`config.mk`:
```
export PLATFORM = sky130hd
export DESIGN_NAME = fpro_mmio_arbiter
export DESIGN_NICKNAME = d
export VERILOG_FILES = /design/src/rtl/fpro_mmio_arbiter.sv
export SDC_FILE = /design/constraint.sdc
export NUM_CORES = 1
export LEC_CHECK = 0
export ABC_AREA = 1
export BUFFER_PORTS_ARGS = -buffer_cell sky130_fd_sc_hd__buf_2
export CAP_MARGIN = 20
export CORE_AREA = 2 2 138 140
export DETAILED_ROUTE_END_ITERATION = 10
export DIE_AREA = 0 0 140 142
export SETUP_SLACK_MARGIN = 0.05
export SYNTH_ARGS = -nofsm -noshare
export SYNTH_HDL_FRONTEND = slang
export SYNTH_SLANG_ARGS = --single-unit
```
`constraint.sdc`:
```
create_clock -name clk -period 1.4 [get_ports clk]
set_clock_uncertainty 0.1 [all_clocks]
set_input_delay 0.14 -clock clk [delete_from_list [all_inputs] [get_ports clk]]
set_output_delay 0.14 -clock clk [all_outputs]
set_load 0.01 [all_outputs]
```
`src/rtl/fpro_mmio_arbiter.sv`:
```
// -----------------------------------------------------------------------------
// fpro_mmio_arbiter
// Two-master arbiter in front of the FPro MMIO bus. Master 0 is the CPU-side
// bridge and master 1 is a secondary master (DMA / self-test engine). Each
// access is a single registered beat: IDLE -> ISSUE -> DONE -> IDLE.
//
// Ports
//   clk, reset_n                 clock (rising edge), async active-low reset
//   mX_req/mX_wr/mX_addr/mX_wr_data
//                                request from master X, held until mX_gnt
//   mX_gnt                       1-cycle pulse, coincides with the bus cycle
//   mX_rd_data / mX_rd_valid     read data and its 1-cycle strobe
//   fp_mmio_cs/fp_rd/fp_wr       bus qualifiers, high only in ISSUE
//   fp_addr/fp_wr_data           bus address/data, hold last value
//   fp_rd_data                   slave read data, sampled at end of ISSUE
// -----------------------------------------------------------------------------
module fpro_mmio_arbiter #(
  parameter int ADDR_WIDTH = 21,
  parameter int DATA_WIDTH = 32,
  parameter int FIXED_PRIO = 0
) (
  input  logic                  clk,
  input  logic                  reset_n,
  input  logic                  m0_req,
  input  logic                  m0_wr,
  input  logic [ADDR_WIDTH-1:0] m0_addr,
  input  logic [DATA_WIDTH-1:0] m0_wr_data,
  output logic                  m0_gnt,
  output logic [DATA_WIDTH-1:0] m0_rd_data,
  output logic                  m0_rd_valid,
  input  logic                  m1_req,
  input  logic                  m1_wr,
  input  logic [ADDR_WIDTH-1:0] m1_addr,
  input  logic [DATA_WIDTH-1:0] m1_wr_data,
  output logic                  m1_gnt,
  output logic [DATA_WIDTH-1:0] m1_rd_data,
  output logic                  m1_rd_valid,
  output logic                  fp_mmio_cs,
  output logic                  fp_rd,
  output logic                  fp_wr,
  output logic [ADDR_WIDTH-1:0] fp_addr,
  output logic [DATA_WIDTH-1:0] fp_wr_data,
  input  logic [DATA_WIDTH-1:0] fp_rd_data
);

  typedef enum logic [1:0] {
    ST_IDLE  = 2'b00,
    ST_ISSUE = 2'b01,
    ST_DONE  = 2'b10
  } state_t;

  // Winner selection: lone requester wins; on a tie either master 0 (fixed
  // priority) or the master that was not served last (round robin).
  function automatic logic pick_winner(input logic req0, input logic req1,
                                       input logic last);
    logic w;
    if (req0 && req1) begin
      if (FIXED_PRIO != 32'sd0) begin
        w = 1'b0;
      end else begin
        w = ~last;
      end
    end else if (req1) begin
      w = 1'b1;
    end else begin
      w = 1'b0;
    end
    return w;
  endfunction

  state_t                  state_r,      state_s;
  logic                    last_grant_r, last_grant_s;
  logic                    cs_r,         cs_s;
  logic                    rd_r,         rd_s;
  logic                    wr_r,         wr_s;
  logic [ADDR_WIDTH-1:0]   addr_r,       addr_s;
  logic [DATA_WIDTH-1:0]   wr_data_r,    wr_data_s;
  logic                    gnt0_r,       gnt0_s;
  logic                    gnt1_r,       gnt1_s;
  logic [DATA_WIDTH-1:0]   rd_data0_r,   rd_data0_s;
  logic [DATA_WIDTH-1:0]   rd_data1_r,   rd_data1_s;
  logic                    rd_valid0_r,  rd_valid0_s;
  logic                    rd_valid1_r,  rd_valid1_s;
  logic                    winner_s;
  logic                    sel_wr_s;

  // Next-state and next-output logic; last_grant_r doubles as the owner of
  // the transaction in flight because it is updated on entry to ISSUE.
  always_comb begin
    state_s      = state_r;
    last_grant_s = last_grant_r;
    cs_s         = 1'b0;
    rd_s         = 1'b0;
    wr_s         = 1'b0;
    addr_s       = addr_r;
    wr_data_s    = wr_data_r;
    gnt0_s       = 1'b0;
    gnt1_s       = 1'b0;
    rd_data0_s   = rd_data0_r;
    rd_data1_s   = rd_data1_r;
    rd_valid0_s  = 1'b0;
    rd_valid1_s  = 1'b0;
    winner_s     = 1'b0;
    sel_wr_s     = 1'b0;
    case (state_r)
      ST_IDLE: begin
        if (m0_req || m1_req) begin
          winner_s = pick_winner(m0_req, m1_req, last_grant_r);
          if (winner_s) begin
            sel_wr_s  = m1_wr;
            addr_s    = m1_addr;
            wr_data_s = m1_wr_data;
            gnt1_s    = 1'b1;
          end else begin
            sel_wr_s  = m0_wr;
            addr_s    = m0_addr;
            wr_data_s = m0_wr_data;
            gnt0_s    = 1'b1;
          end
          cs_s         = 1'b1;
          rd_s         = ~sel_wr_s;
          wr_s         = sel_wr_s;
          last_grant_s = winner_s;
          state_s      = ST_ISSUE;
        end else begin
          state_s = ST_IDLE;
        end
      end
      ST_ISSUE: begin
        state_s = ST_DONE;
        // Slave data is combinational, so it is captured at the end of ISSUE.
        if (rd_r) begin
          if (last_grant_r) begin
            rd_data1_s  = fp_rd_data;
            rd_valid1_s = 1'b1;
          end else begin
            rd_data0_s  = fp_rd_data;
            rd_valid0_s = 1'b1;
          end
        end else begin
          rd_valid0_s = 1'b0;
          rd_valid1_s = 1'b0;
        end
      end
      ST_DONE: begin
        state_s = ST_IDLE;
      end
      default: begin
        state_s = ST_IDLE;
      end
    endcase
  end

  // State and output registers; reset drops every strobe at once and points
  // the round-robin pointer at master 1 so master 0 is served first.
  always_ff @(posedge clk or negedge reset_n) begin
    if (!reset_n) begin
      state_r      <= ST_IDLE;
      last_grant_r <= 1'b1;
      cs_r         <= 1'b0;
      rd_r         <= 1'b0;
      wr_r         <= 1'b0;
      addr_r       <= {ADDR_WIDTH{1'b0}};
      wr_data_r    <= {DATA_WIDTH{1'b0}};
      gnt0_r       <= 1'b0;
      gnt1_r       <= 1'b0;
      rd_data0_r   <= {DATA_WIDTH{1'b0}};
      rd_data1_r   <= {DATA_WIDTH{1'b0}};
      rd_valid0_r  <= 1'b0;
      rd_valid1_r  <= 1'b0;
    end else begin
      state_r      <= state_s;
      last_grant_r <= last_grant_s;
      cs_r         <= cs_s;
      rd_r         <= rd_s;
      wr_r         <= wr_s;
      addr_r       <= addr_s;
      wr_data_r    <= wr_data_s;
      gnt0_r       <= gnt0_s;
      gnt1_r       <= gnt1_s;
      rd_data0_r   <= rd_data0_s;
      rd_data1_r   <= rd_data1_s;
      rd_valid0_r  <= rd_valid0_s;
      rd_valid1_r  <= rd_valid1_s;
    end
  end

  assign fp_mmio_cs  = cs_r;
  assign fp_rd       = rd_r;
  assign fp_wr       = wr_r;
  assign fp_addr     = addr_r;
  assign fp_wr_data  = wr_data_r;
  assign m0_gnt      = gnt0_r;
  assign m1_gnt      = gnt1_r;
  assign m0_rd_data  = rd_data0_r;
  assign m1_rd_data  = rd_data1_r;
  assign m0_rd_valid = rd_valid0_r;
  assign m1_rd_valid = rd_valid1_r;

endmodule

```
==> results of run 1 <==
==> cell usage after synthesis <==
library cell               instances  share of area (%)
sky130_fd_sc_hd__nand2_1         336                 23
sky130_fd_sc_hd__dfrtp_1         126                 58
sky130_fd_sc_hd__nand3_1          54                5.0
sky130_fd_sc_hd__o21ai_0          41                3.8
sky130_fd_sc_hd__inv_1            38                2.6
sky130_fd_sc_hd__buf_2            30                2.8
sky130_fd_sc_hd__o21ai_1          23                2.1
sky130_fd_sc_hd__clkbuf_1          7               0.48
sky130_fd_sc_hd__nor2_1            6               0.41
sky130_fd_sc_hd__buf_6             3               0.62
sky130_fd_sc_hd__a21oi_1           2               0.18
sky130_fd_sc_hd__buf_4             1               0.14
sky130_fd_sc_hd__clkbuf_2          1              0.092
sky130_fd_sc_hd__dfstp_2           1               0.48
sky130_fd_sc_hd__inv_2             1              0.069
sky130_fd_sc_hd__nand2_2           1               0.11
sky130_fd_sc_hd__nand4_1           1               0.11
sky130_fd_sc_hd__nor2_4            1               0.21
==> path summary, 6_finish.rpt <==
| path | end | slack, ns | cells past startpoint | start |
|---|---|---|---|---|
| worst max register to register | m1_rd_data[26]$_DFFE_PN0P_ | -0.009 | 3 | last_grant_r$_DFFE_PN1P_ |
| min in group clk | fp_addr[18]$_DFFE_PN0P_ | 0.37 | 2 | fp_addr[18]$_DFFE_PN0P_ |
| worst min-delay path | m0_rd_data[10]$_DFFE_PN0P_ | 0.09 | 2 | reset_n |
| worst max-delay path | m1_rd_data[26]$_DFFE_PN0P_ | -0.009 | 3 | last_grant_r$_DFFE_PN1P_ |
| max in group asynchronous | last_grant_r$_DFFE_PN1P_ | 0.56 | 3 | reset_n |
| worst min register to register | fp_addr[18]$_DFFE_PN0P_ | 0.37 | 2 | fp_addr[18]$_DFFE_PN0P_ |
==> worst reg2reg max path, cell delays in order (launching register included) <==
cell	delay [ns]
sky130_fd_sc_hd__dfstp_2	0.57
sky130_fd_sc_hd__nand4_1	0.16
sky130_fd_sc_hd__buf_12	0.23
sky130_fd_sc_hd__o21ai_0	0.25
==> power by group through the flow <==
| stage | clock [W] | sequential, W | combinational [W] |
|---|---|---|---|
| floorplan | 0 | 0.00723 | 0.00269 |
| global placement | 0 | 0.00637 | 0.00643 |
| detailed placement | 0 | 0.00637 | 0.00653 |
| CTS | 0.00482 | 0.00636 | 0.00683 |
| global route | 0.00499 | 0.00666 | 0.00900 |
| finish | 0.00471 | 0.00645 | 0.00821 |
==> logic make-up (layout without fill, tap and decap cells) <==
group	count (synthesis)	in the layout	share of synthesized area [%]
compound gates	66	66	6.054
buf+inv	81	520	6.764
flops	127	127	58.27
simple gates	399	399	28.92
==> flip-flops by register name, indices dropped and copies added (netlist names), 2 cells and up <==
register and count:
fp_wr_data 32, m0_rd_data 32, m1_rd_data 32, fp_addr 21, state_r 2
==> final cells by class <==
cell class	instances	share of cell area, %
sequential	127	32.46
clock inverter	13	1.801
clock buffer	19	4.624
timing repair buffer	449	34.83
tap	234	2.989
inverter	39	1.546
multi-input combinational	465	21.75
==> layer usage <==
layer	share of wire, %	up-vias	wire [um]
li1	-	2958	-
met1	40	2875	9139
met2	50	314	11250
met3	7.6	46	1730
met4	2.6	0	597
met5	0	-	0
==> timing repair <==
action / 4_1_cts / 5_1_grt
pin swaps: 0 / 17
gates cloned: 0 / 19
gates resized for setup: 1 / 81
hold endpoints to repair: 246 / 0
hold buffers: 143 / 0
buffers inserted: 0 / 4
endpoints found under the setup margin: 41 / 121
==> through the flow <==
step                worst slack, ns  utilization (%)  hold slack, ns  power [W]
floorplan                   0.06168                -         -0.2556   0.009919
global placement          -0.002575            38.42        -0.05581    0.01280
detailed placement         -0.03197            38.42        -0.05723    0.01290
CTS                        0.006511            49.61         0.04631    0.01802
global route               -0.09104            53.08         0.08170    0.02065
finish                    -0.008584            53.08         0.08501    0.01937
==> flow_summary.yaml, run 1 <==
power:
  powerDensity_mw_per_mm2: 1977
  proportion_of_power_drawn_by_flip_flops_and_latches_pct: 33.3
  cell_internal_pwr_w: 0.01194
  p_switching_w: 0.007429
  power.leakage_nw: 5.422
  power.share.switching_pct: 38.36
  power.clock.fraction_pct: 24.3
  power.share.combinational_pct: 42.4
  worst_ir_drop_on_vdd_mv: 0.8294
cells_and_area:
  filler_cells_inserted: 1591
  layout.cells.non_filler: 1346
  final-seq-area_sq_mm: 0.003179
  n_antenna_cell: 0
  top_library_cells_by_usage_in_the_layout_fill_and_taps_aside: "sky130_fd_sc_hd__nand2_1 (285), sky130_fd_sc_hd__buf_2 (266), sky130_fd_sc_hd__dlygate4sd3_1 (143)"
  nNetsFinal: 1243
  flow.area_growth_from_synthesis_pct: 79.52
  layout-drive-gt1-share_pct: 35.88
  design_area_sq_mm: 0.009796
  area_used_by_multi_input_combinational_logic_sq_mm: 0.002131
  mostFrequentLayoutCell: "sky130_fd_sc_hd__nand2_1"
routing:
  vias: 6193
  first_pass_iters: 9
  routed_via_density: 4.601
  residual_drc_count: 22
  drt_iter0_markers: 370
  routed_wirelength_mm: 22.72
  route.detailed.wl_per_inst_um: 16.88
  ant_nets: 0
die:
  initial_utilization_pct: 29.57
  die_area_sq_mm: 0.01988
  num_io_pins: 268
  floorplan.die.height_um: 142
  die_width_um: 140
  rows: 50
  fp.coreArea_sq_mm: 0.01846
global_routing:
  total_gr_overflow: 0
  grt_use_met3_pct: 5.182
  via_count_of_the_first_global_routing_pass: 6003
  pin_count_of_the_biggest_net_entering_global_routing: 66
  met1_usage_pct: 23.20
  grt_util_met2_pct: 31.94
  track_usage_pct: 18.97
  grt_pass1_wl_mm: 29.81
  initial_antenna_violation_count: 0
  busiest_layer: "met2"
timing:
  final-setup-viol-count: 5
  timing.fmax_mhz: 709.9
  tightestPinTransition_ns: 0.3212
  post-route-period-util_pct: 100.6
  max_slew_margin_pct: 78.59
  setup-tns-final_ns: -0.02524
  finalMaxSlewViolations: 0
  rsz0062_at_grt: "yes"
  report.final.hold_viol_count: 0
  final.min_clock_period_ns: 1.409
  timing.final.ws_setup_ns: -0.008584
worst_setup_path:
  critical_path.cell_chain: "nand4_1 -> buf_12 -> o21ai_0"
  setup.worst_path.class: "flip-flop to flip-flop"
  critPathArrivalTime_ns: 1.62
  worst-path-max-fanout: 65
  critical_path_buf_inv_count: 1
  cp_slowest_stage_delay_ns: 0.57
  critical-path-top-delay-family: "flip-flops"
  crit_path_top_delay_cell: "sky130_fd_sc_hd__dfstp_2"
  end_kind: "flip-flop"
  worstPathRequired_ns: 1.61
  type_of_origin_of_the_critical_path: "flip-flop"
logic_synthesis:
  synth.net_count: 817
  synth-seq-cells: 127
  mappedNetlistArea_sq_mm: 0.005456
  synth-warning-count: 0
  cell_count_after_synthesis: 673
  yosysSeqAreaShare_pct: 58.27
  synth.avg_cell_area_sq_um: 8.108
  yosysUniqueCellTypes: 18
clocking:
  cts.sinks: 127
  htree_levels: 4
  clock_tree_from_tritoncts: "done"
  clock_latency_ns: 0.41
  cts_bufs_inserted: 17
  max-clock-path-buffers: 2
  ctsRootBufferMaster: "sky130_fd_sc_hd__clkbuf_16"
  clk_transition_reported_paths_ns: 0.06
placement:
  post-dp-hpwl_mm: 11.27
  placed_cells: 1148
  portBuffers: 267
  gp_congestion: 0.7551
  dpl-instance-area_sq_mm: 0.007091
run_status:
  violated_checks: "DRC, setup timing"
  run_status: "complete, but fails checks"
min_path:
  hp-class: "input pin to asynchronous set/reset pin"
job:
  number_of_maximum_capacitance_constraint_violations: 0
(Power assumes the default switching activity.)
==> inputs of run 2 (changes only) <==
--- a/config.mk
+++ b/config.mk
@@ -12,6 +12,7 @@
 export DETAILED_ROUTE_END_ITERATION = 10
 export DIE_AREA = 0 0 140 142
 export SETUP_SLACK_MARGIN = 0.05
+export SKIP_CTS_REPAIR_TIMING = 1
 export SYNTH_ARGS = -nofsm -noshare
 export SYNTH_HDL_FRONTEND = slang
 export SYNTH_SLANG_ARGS = --single-unit
==> run 2 against run 1 <==
Effect of this change: the run ends with DRC, hold timing, setup timing left; clock-buffer cell count did not move; critical path type unchanged; clock power hardly changed; largest cell class unchanged; flip-flop and latch count did not move; highest routed layer unchanged; combinational power is 0.6% higher; via count down 1.1%; maximum frequency down 0.81%; power up 0.19%; non-clock buffer count fell by 19; setup slack got worse by 0.012 ns; routed wire length is 2.2% lower; utilization decreased by 0.96 points; hold slack got worse by 0.13 ns.
==> flow_summary.yaml, run 2 (synthesis results as in run 1) <==
run_status:
  run_status: "complete, but fails checks"
  violated_checks: "DRC, hold timing, setup timing"
timing:
  post-route-period-util_pct: 101.4
  final-setup-viol-count: 10
  timing.fmax_mhz: 704.2
  tightestPinTransition_ns: 0.3228
  max_slew_margin_pct: 78.48
  finalMaxSlewViolations: 0
  report.final.hold_viol_count: 17
  rsz0062_at_grt: "yes"
  timing.final.ws_setup_ns: -0.02012
  timing.hold.ws_ns: -0.04214
  final.min_clock_period_ns: 1.420
global_routing:
  grt_pass1_wl_mm: 25.87
  pin_count_of_the_biggest_net_entering_global_routing: 66
  initial_antenna_violation_count: 0
  via_count_of_the_first_global_routing_pass: 5020
  total_gr_overflow: 0
  track_usage_pct: 16.51
worst_setup_path:
  setup.worst_path.class: "flip-flop to flip-flop"
  worst-path-max-fanout: 7
  critical-path-top-delay-family: "buffers and inverters"
  cp_slowest_stage_delay_ns: 0.39
  critPathArrivalTime_ns: 1.61
  type_of_origin_of_the_critical_path: "flip-flop"
  cell_repeated_most_along_the_worst_path: "sky130_fd_sc_hd__nand2_1"
  end_kind: "flip-flop"
  critical_path_buf_inv_count: 3
  worstPathRequired_ns: 1.59
  critical_path.cell_chain: "inv_2 -> nand2_4 -> nor2_4 -> clkinv_4 -> buf_6 -> nand2_1 -> nand2_1"
  crit_path_top_delay_cell: "sky130_fd_sc_hd__dfrtp_1"
cells_and_area:
  layout.cells.non_filler: 1327
  final-seq-area_sq_mm: 0.003179
  area_used_by_multi_input_combinational_logic_sq_mm: 0.002115
  design_area_sq_mm: 0.009618
  finalCoreUtilization_pct: 52.12
  filler_cells_inserted: 1657
  top_library_cells_by_usage_in_the_layout_fill_and_taps_aside: "sky130_fd_sc_hd__nand2_1 (289), sky130_fd_sc_hd__buf_2 (266), sky130_fd_sc_hd__dfrtp_1 (126)"
  layout-drive-gt1-share_pct: 35.96
  nNetsFinal: 1224
  mostFrequentLayoutCell: "sky130_fd_sc_hd__nand2_1"
  flow.area_growth_from_synthesis_pct: 76.27
  n_antenna_cell: 0
routing:
  route.detailed.wl_per_inst_um: 16.75
  first_pass_iters: 8
  routed_wirelength_mm: 22.23
  ant_nets: 0
  drt_iter0_markers: 363
  vias: 6123
  residual_drc_count: 22
  routed_via_density: 4.614
clocking:
  htree_levels: 4
  ctsRootBufferMaster: "sky130_fd_sc_hd__clkbuf_16"
  clock_latency_ns: 0.40
  cts_bufs_inserted: 17
  clk_transition_reported_paths_ns: 0.06
  cts.sinks: 127
  max-clock-path-buffers: 2
  clock_tree_from_tritoncts: "done"
die:
  initial_utilization_pct: 29.57
  die_area_sq_mm: 0.01988
  rows: 50
  floorplan.die.height_um: 142
  num_io_pins: 268
  fp.coreArea_sq_mm: 0.01846
  die_width_um: 140
power:
  power.leakage_nw: 5.363
  worst_ir_drop_on_vdd_mv: 0.8204
  powerDensity_mw_per_mm2: 2018
min_path:
  hp-class: "input pin to flip-flop"
placement:
  placed_cells: 1148
  gp_congestion: 0.7551
  post-dp-hpwl_mm: 11.27
  portBuffers: 267
  dpl-instance-area_sq_mm: 0.007091
job:
  number_of_maximum_capacitance_constraint_violations: 0
run 2: changes by cell type in the layout (fill, tap and decap cells not counted), sizes merged:
cell         change
buf              +1
dlygate4sd3     -21
clkbuf           +1
run 2: report_power, final:
part / leakage [nW] / switching, W / total, W / internal (W)
registers: 1.54 / 0.000975 / 0.00645 / 0.00547
clock network: 0.299 / 0.00176 / 0.00470 / 0.00293
logic: 3.52 / 0.00467 / 0.00826 / 0.00359
total: 5.36 / 0.00741 / 0.0194 / 0.0120
run 2: worst reg2reg max path, stage by stage (launching register included):
cell,delay (ns)
sky130_fd_sc_hd__dfrtp_1,0.39
sky130_fd_sc_hd__inv_2,0.09
sky130_fd_sc_hd__nand2_4,0.07
sky130_fd_sc_hd__nor2_4,0.19
sky130_fd_sc_hd__clkinv_4,0.15
sky130_fd_sc_hd__buf_6,0.18
sky130_fd_sc_hd__nand2_1,0.06
sky130_fd_sc_hd__nand2_1,0.07
run 2: worst paths after layout:
path,from,end,slack [ns],cells after the start
setup / recovery,state_r[1]$_DFF_PN0_,fp_addr[10]$_DFFE_PN0P_,-0.02,7
hold / removal,m1_wr_data[27],fp_wr_data[27]$_DFFE_PN0P_,-0.04,5
setup reg to reg,state_r[1]$_DFF_PN0_,fp_addr[10]$_DFFE_PN0P_,-0.02,7
max in group asynchronous,reset_n,last_grant_r$_DFFE_PN1P_,0.55,3
min in group asynchronous,reset_n,m0_rd_data[10]$_DFFE_PN0P_,0.09,2
hold reg to reg,fp_addr[18]$_DFFE_PN0P_,fp_addr[18]$_DFFE_PN0P_,0.36,2
run 2: area by class of cell:
class | instances | area share (%)
clock buffer | 19 | 4.709
clock inverter | 13 | 1.834
inverter | 39 | 1.574
multi-input combinational | 465 | 21.99
sequential | 127 | 33.06
tap | 234 | 3.044
timing repair buffer | 430 | 33.80
run 2: layer usage:
metal	global-route usage, %	vias to the layer above	wire [um]	share of wire (%)
li1	-	2923	-	-
met1	21.10	2857	9093	41
met2	27.15	303	11120	50
met3	5.686	40	1549	7.0
met4	3.934	0	465	2.1
met5	0	-	0	0
run 2: through the flow:
step / setup TNS [ns] / total power (W) / worst slack [ns]
3_5_place_dp: -0.3319 / 0.01290 / -0.03197
5_1_grt: -4.532 / 0.02069 / -0.1024
4_1_cts: -0.4620 / 0.01771 / -0.03898
2_1_floorplan: 0 / 0.009919 / 0.06168
3_3_place_gp: -0.003916 / 0.01280 / -0.002575
6_report: -0.08195 / 0.01941 / -0.02012
